`src/rtl/if_stage.sv`:
```
// Instruction fetch stage: PC, IF/ID register and a one-entry skid buffer for decode stalls.
// Optional misaligned-redirect trap enabled by defining IF_MISALIGN_TRAP_EN.
module if_stage #(
  parameter logic [31:0] RESET_PC = 32'h0000_0000
) (
  input  logic        clk,
  input  logic        reset,
  input  logic        stall_id,
  input  logic        flush,
  input  logic [31:0] branch_target,
  output logic        imem_req,
  output logic [31:0] imem_addr,
  input  logic [31:0] imem_rdata,
  input  logic        imem_ack,
  output logic [31:0] instr_out,
  output logic [31:0] pc_plus4_out,
  output logic        valid_out,
  output logic        fault_out
);

  typedef enum logic [1:0] {
    FETCH = 2'd0,
    HOLD  = 2'd1
`ifdef IF_MISALIGN_TRAP_EN
    , HALT = 2'd2
`endif
  } state_t;

  state_t      state, state_nxt;
  logic [31:0] pc_p0;
  logic [31:0] skid_instr_p0;
  logic [31:0] skid_pc4_p0;
  logic        take_ack;
  logic        halted;
  logic        misalign;
  state_t      flush_state;

  function automatic logic [31:0] pc_inc(input logic [31:0] pc);
    return pc + 32'd4;
  endfunction

  function automatic logic [31:0] redirect_addr(input logic [31:0] target);
`ifdef IF_MISALIGN_TRAP_EN
    return target;
`else
    return {target[31:2], 2'b00};
`endif
  endfunction

  assign imem_addr = pc_p0;
  assign take_ack  = imem_req & imem_ack;

`ifdef IF_MISALIGN_TRAP_EN
  assign halted      = (state == HALT);
  assign misalign    = |branch_target[1:0];
  assign flush_state = misalign ? HALT : FETCH;
`else
  assign halted      = 1'b0;
  assign misalign    = 1'b0;
  assign flush_state = FETCH;
  assign fault_out   = 1'b0;
`endif

  always_ff @(posedge clk) begin
    if (reset) state <= FETCH;
    else       state <= state_nxt;
  end

  always_comb begin
    state_nxt = state;
    case (state)
      FETCH: begin
        if (flush)                    state_nxt = flush_state;
        else if (take_ack && stall_id) state_nxt = HOLD;
      end
      HOLD: begin
        if (flush)          state_nxt = flush_state;
        else if (!stall_id) state_nxt = FETCH;
      end
`ifdef IF_MISALIGN_TRAP_EN
      HALT:    state_nxt = HALT;
`endif
      default: state_nxt = FETCH;
    endcase
  end

  always_comb begin
    imem_req = (state == FETCH) && !reset;
  end

  // IF -> ID boundary: IF/ID register and skid buffer
  always_ff @(posedge clk) begin
    if (reset) begin
      pc_p0         <= RESET_PC;
      instr_out     <= '0;
      pc_plus4_out  <= '0;
      valid_out     <= 1'b0;
      skid_instr_p0 <= '0;
      skid_pc4_p0   <= '0;
    end else if (halted) begin
      valid_out <= 1'b0;
    end else if (flush) begin
      pc_p0     <= redirect_addr(branch_target);
      valid_out <= 1'b0;
    end else if (state == FETCH) begin
      if (take_ack) begin
        pc_p0 <= pc_inc(pc_p0);
        if (stall_id) begin
          skid_instr_p0 <= imem_rdata;
          skid_pc4_p0   <= pc_inc(pc_p0);
        end else begin
          instr_out    <= imem_rdata;
          pc_plus4_out <= pc_inc(pc_p0);
          valid_out    <= 1'b1;
        end
      end else if (!stall_id) begin
        valid_out <= 1'b0;
      end
    end else if (state == HOLD && !stall_id) begin
      instr_out    <= skid_instr_p0;
      pc_plus4_out <= skid_pc4_p0;
      valid_out    <= 1'b1;
    end
  end

`ifdef IF_MISALIGN_TRAP_EN
  always_ff @(posedge clk) begin
    if (reset)                   fault_out <= 1'b0;
    else if (flush && !halted)   fault_out <= fault_out | misalign;
  end
`endif

endmodule

```
`config.mk`:
```
export PLATFORM = sky130hd
export DESIGN_NAME = if_stage
export DESIGN_NICKNAME = d
export VERILOG_FILES = /design/src/rtl/if_stage.sv
export SDC_FILE = /design/constraint.sdc
export NUM_CORES = 1
export LEC_CHECK = 0
export CORE_MARGIN = 10
export CORE_UTILIZATION = 44
export CTS_CLUSTER_SIZE = 40
export DETAILED_ROUTE_END_ITERATION = 12
export PLACE_DENSITY_LB_ADDON = 0.15
export SETUP_SLACK_MARGIN = 0.3
export SYNTH_ARGS = -nofsm -noshare
export SYNTH_HDL_FRONTEND = slang
export SYNTH_SLANG_ARGS = --single-unit
```
`constraint.sdc`:
```
create_clock -name clk -period 7 [get_ports clk]
set_clock_uncertainty 0.05 [all_clocks]
set_input_delay 2.1 -clock clk [delete_from_list [all_inputs] [get_ports clk]]
set_output_delay 2.1 -clock clk [all_outputs]
set_load 0.02 [all_outputs]
```
After elaboration in Yosys (flattened, before gate mapping)
Index checks and enable logic that the tools add are counted.
{ "totals": {"ff_bits": 163, "in_bits": 69, "output_inout_bits": 99, "wordCells": 53} }
{ "op_classes": {"addsub": 1, "n_eq_ne": 5, "muxes": 21, "n_bitwise": 2, "reduce_logical": 16} }
{ "ops": {"columns": ["operator", "count"], "rows": [
  ["$mux W32", 11],
  ["$add A32 B3 Y32 const B", 1],
  ["$mux W2", 4],
  ["$reduce_and A2 Y1", 4],
  ["$reduce_and A4 Y1", 2],
  ["$ne A3 B3 Y1 const B", 2],
  ["$reduce_bool A2 Y1", 3],
  ["$mux W1", 5],
  ["$ne A2 B2 Y1 const B", 2],
  ["$pmux W2 S2", 1],
  ["$logic_and A1 B1 Y1", 3],
  ["$eq A2 B1 Y1 const B", 1],
  ["$logic_not A1 Y1", 2],
  ["$logic_not A2 Y1", 1],
  ["$reduce_or A2 Y1", 1],
  ["$and A1 B1 Y1", 1],
  ["$not A1 Y1", 1]
]} }

Logic depth before layout (Yosys ltp)
{ "logic_depth": {"depth_word": 7, "ltp_mapped": 8, "depth_no_buf": 6} }

Worst setup path before layout
Ideal clock, no wire load.
{ "synth_path": {"kind": "input -> output", "startpoint": "input port reset", "endpoint": "output port imem_req", "arrival_ps": 2961, "required_time_ps": 4850, "setup_slack_ps": 1889, "path_stages": 4, "path_buffers": 3, "cell_sequence": "buf_2 -> clkbuf_1 -> clkbuf_1 -> nor2_1"} }
{ "synth_between": {"elab_chain_cells": 2} }
{ "synth_rtl": {"columns": ["item", "line_no", "text"], "rows": [
  ["start: declaration", "7", "input logic reset,"],
  ["$logic_not A1 Y1", "88", "imem_req = (state == FETCH) && !reset;"],
  ["$logic_and A1 B1 Y1", "88", null],
  ["end: declaration", "11", "output logic imem_req,"]
]} }
No other way between the ends.

Final worst setup path
Ends and elaborated chain as after synthesis.

==> metrics.csv <==
stage;metric;value;unit
layout;stdcell_count;1187;
critical_path;cp.arrival;3150;ps
worst_hold_path;worstHoldPathCells;2;
sta;relSlewSlack;34.90;%
sta;fin_crit_sh;75.70;%
critical_path;crit_cells;3;
run_status;status;completed;
die;rows;46;
sta;fin_crit;5299;ps
route;wl_per_cell;16.77;µm
logic_synthesis;syn_inst;847;
route;ant_nets;0;
die;die_area;21390;µm²
logic_synthesis;synthArstFlopShare;0;%
placed_design;dp_hpwl;13710;µm
die;design.core.area;15770;µm²
cts;post_cts_buffers;0;
cts;htree_num_levels;4;
grt;top_usage_layer;met2;
die;io_pins;168;
cts;cts_resized;0;
logic_synthesis;synth.distinct_cells;44;
critical_path;reg2reg_depth;7;
worst_hold_path;worst_hold_path_type;flip-flop to flip-flop;
logic_synthesis;synth-seq-cells;156;
critical_path;startpoint_type;primary input;
grt;grt_max_degree;70;
die;start_util;44.48;%
grt;use_met1;24.01;%
critical_path;path_class;primary input to output pin;
logic_synthesis;synth_top_area_share;44.52;%
critical_path;crit_chain;buf_4 -> nor2_1 -> clkdlybuf4s50_1;
die;die_h;146.3;µm
sta;setup-tns-final;0;ps
sta;finalSetupViolCount;0;
route;vias;6289;
critical_path;crit_start;reset;
cts;path_clk_slew;60;ps
layout;drive_gt1_share;5.355;%
cts;clockBufferDepth;2;
critical_path;endpoint_kind;output pin;
cts;clock-root-buffer;clkbuf_16;
sta;rsz0062_at_grt;no;
placed_design;routabilityCongestion;0.8673;
layout;syn2layout_area_growth;32.04;%
critical_path;crit_fanout;27;
critical_path;crit_buf_inv;2;
grt;grt_pass1_wl;31840;µm
placed_design;dpl.cell_count;1155;
cts;cts_tree;yes;
critical_path;cp_data_required_time;4850;ps
die;die_w;146.3;µm
sta;slew_viol_final;0;
sta;worst_slew_pin_slew;967.5;ps
cts;holdBufCountCts;0;
layout;final_net_count;1028;
critical_path;crit_slowest_cell;clkdlybuf4s50_1;
critical_path;critical_path.top_delay_family;buffers and inverters;
sta;fmax;0.1887;GHz
logic_synthesis;yosys_warnings;0;
worst_hold_path;min-delay-start;pc_plus4_out[9];
logic_synthesis;syn_area;7014;µm²
route;first_iter_violations;493;
layout;antenna_cells;0;
route;routed_wl;19910;µm
cts;numCtsBuffers;17;
grt;track_usage;18.04;%
route;avgViaCountPerCell;5.298;
route;dr.pass1.iters;5;
logic_synthesis;synth.most_common_cell;dfxtp_1;
logic_synthesis;synthTopCellsByCount;dfxtp_1 (156), nand2_1 (113), nor2_1 (110), a211oi_1 (80), clkbuf_1 (70);
power_and_ir_drop;vdd_ir_drop_max;181.4;µV
logic_synthesis;ys_top_cells_by_area;dfxtp_1 (45%), a211oi_1 (8.6%), nand2_1 (6.0%);
grt;grt.overflow.total;0;
logic_synthesis;synth_edf_count;0;
sta;finalHoldViolations;0;
critical_path;worst_path_largest_cell_delay;640;ps
grt;antenna_found_initial;0;
logic_synthesis;avgSynthCellArea;8.281;µm²
logic_synthesis;synth_top_area_cell;dfxtp_1;
power_and_ir_drop;p_leak;0.003065;µW
grt;met3_usage;5.779;%
critical_path;reg2reg_from;state[0];
power_and_ir_drop;p_per_area;234.0;nW/µm²
placed_design;port_buffers;160;
cts;clkLatencyLatePin;430;ps
cts;clock_sinks;156;
flow_run;cap_viol_max_count;0;
logic_synthesis;ys.flop_type;dfxtp_1;
route;route.detailed.drc;0;
grt;met2_usage;26.80;%
logic_synthesis;yosysSeqAreaShare;44.52;%
grt;grt_pass1_vias;5807;
==> worst paths after layout <==
kind	to	slack [ps]
worst min register to register	pc_plus4_out[9]	400
worst min-delay path	pc_plus4_out[9]	400
worst max register to register	skid_pc4_p0[21]	4020
worst max-delay path	imem_req	1700
==> worst register-to-register path, cell delays in order, from the launching register on <==
cell and delay, ps:
dfxtp_2 320, buf_4 390, nor3b_1 310, buf_4 260, and2_2 590, buf_4 600
nor2_1 140, a211oi_1 230
==> cell usage in the layout, fill, tap and decap left out, types with 3 or more instances in the layout <==
master           count
a311oi_1             5
xnor2_1             22
mux2i_1             36
a21oi_1             61
or3_1               12
and3_1              11
nand3_1             15
nand4_1             17
buf_4               11
xor2_1              29
inv_1                5
nor2_1             110
o22ai_1             10
o21bai_1             4
a211oi_1            80
clkinv_2             3
o21ai_0             20
nor4_1               7
nand2_1            113
nor3_1              20
and4_1               3
conb_1               5
clkdlybuf4s50_1    159
bufinv_16            3
clkinv_4             5
clkbuf_16           17
dfxtp_1            155
nor3_2               3
==> cell type report <==
class	count	area, µm²
Clock buffer	19	452.9
Timing Repair Buffer	170	1674
Inverter	5	18.77
Multi-Input combinational cell	608	3556
Tap cell	216	270.3
Sequential cell	156	3124
Fill cell	1440	6509
Clock inverter	13	165.2
==> sequential cells by signal, summed over array words and instances (netlist names) <==
| name | count |
|---|---|
| pc_plus4_out | 30 |
| imem_addr | 30 |
| skid_instr_p0 | 32 |
| skid_pc4_p0 | 30 |
| state | 1 |
| instr_out | 32 |
| valid_out | 1 |
==> power by group <==
part	leakage, µW	switching [µW]	internal [µW]
clock	0.000303	377	581
combinational	0.00149	134	117
sequential	0.00127	36.2	922
==> cell families after synthesis <==
group,count (synthesis),share of synthesized area (%)
other,1,0.05346
xor gates and xnor gates,51,6.368
muxes,37,5.298
and+or+nand+nor,321,20.62
AOI/OAI and AO/OA,193,17.87
DFF,156,44.52
adders and majority gates,1,0.1784
buffers and inverters,87,5.084
==> per-stage QoR <==
step	hold slack (ps)	total power, µW	area [µm²]	utilization, %	setup WS (ps)
detailed placement	396.7	1229	8643	54.81	1672
finish	401.6	2167	9261	58.73	1701
global placement	388.3	1227	8643	54.81	1674
floorplan	386.0	1109	7029	-	1889
CTS	403.6	2187	9261	58.73	1672
global route	419.0	2244	9261	58.73	1674
==> metal layers <==
layer | wire (µm) | up-vias
met1 | 9350 | 2850
met4 | 379 | 0
met3 | 1561 | 28
li1 | - | 3203
met2 | 8619 | 208
met5 | 0 | -
Power figures use the tool's default switching activity.
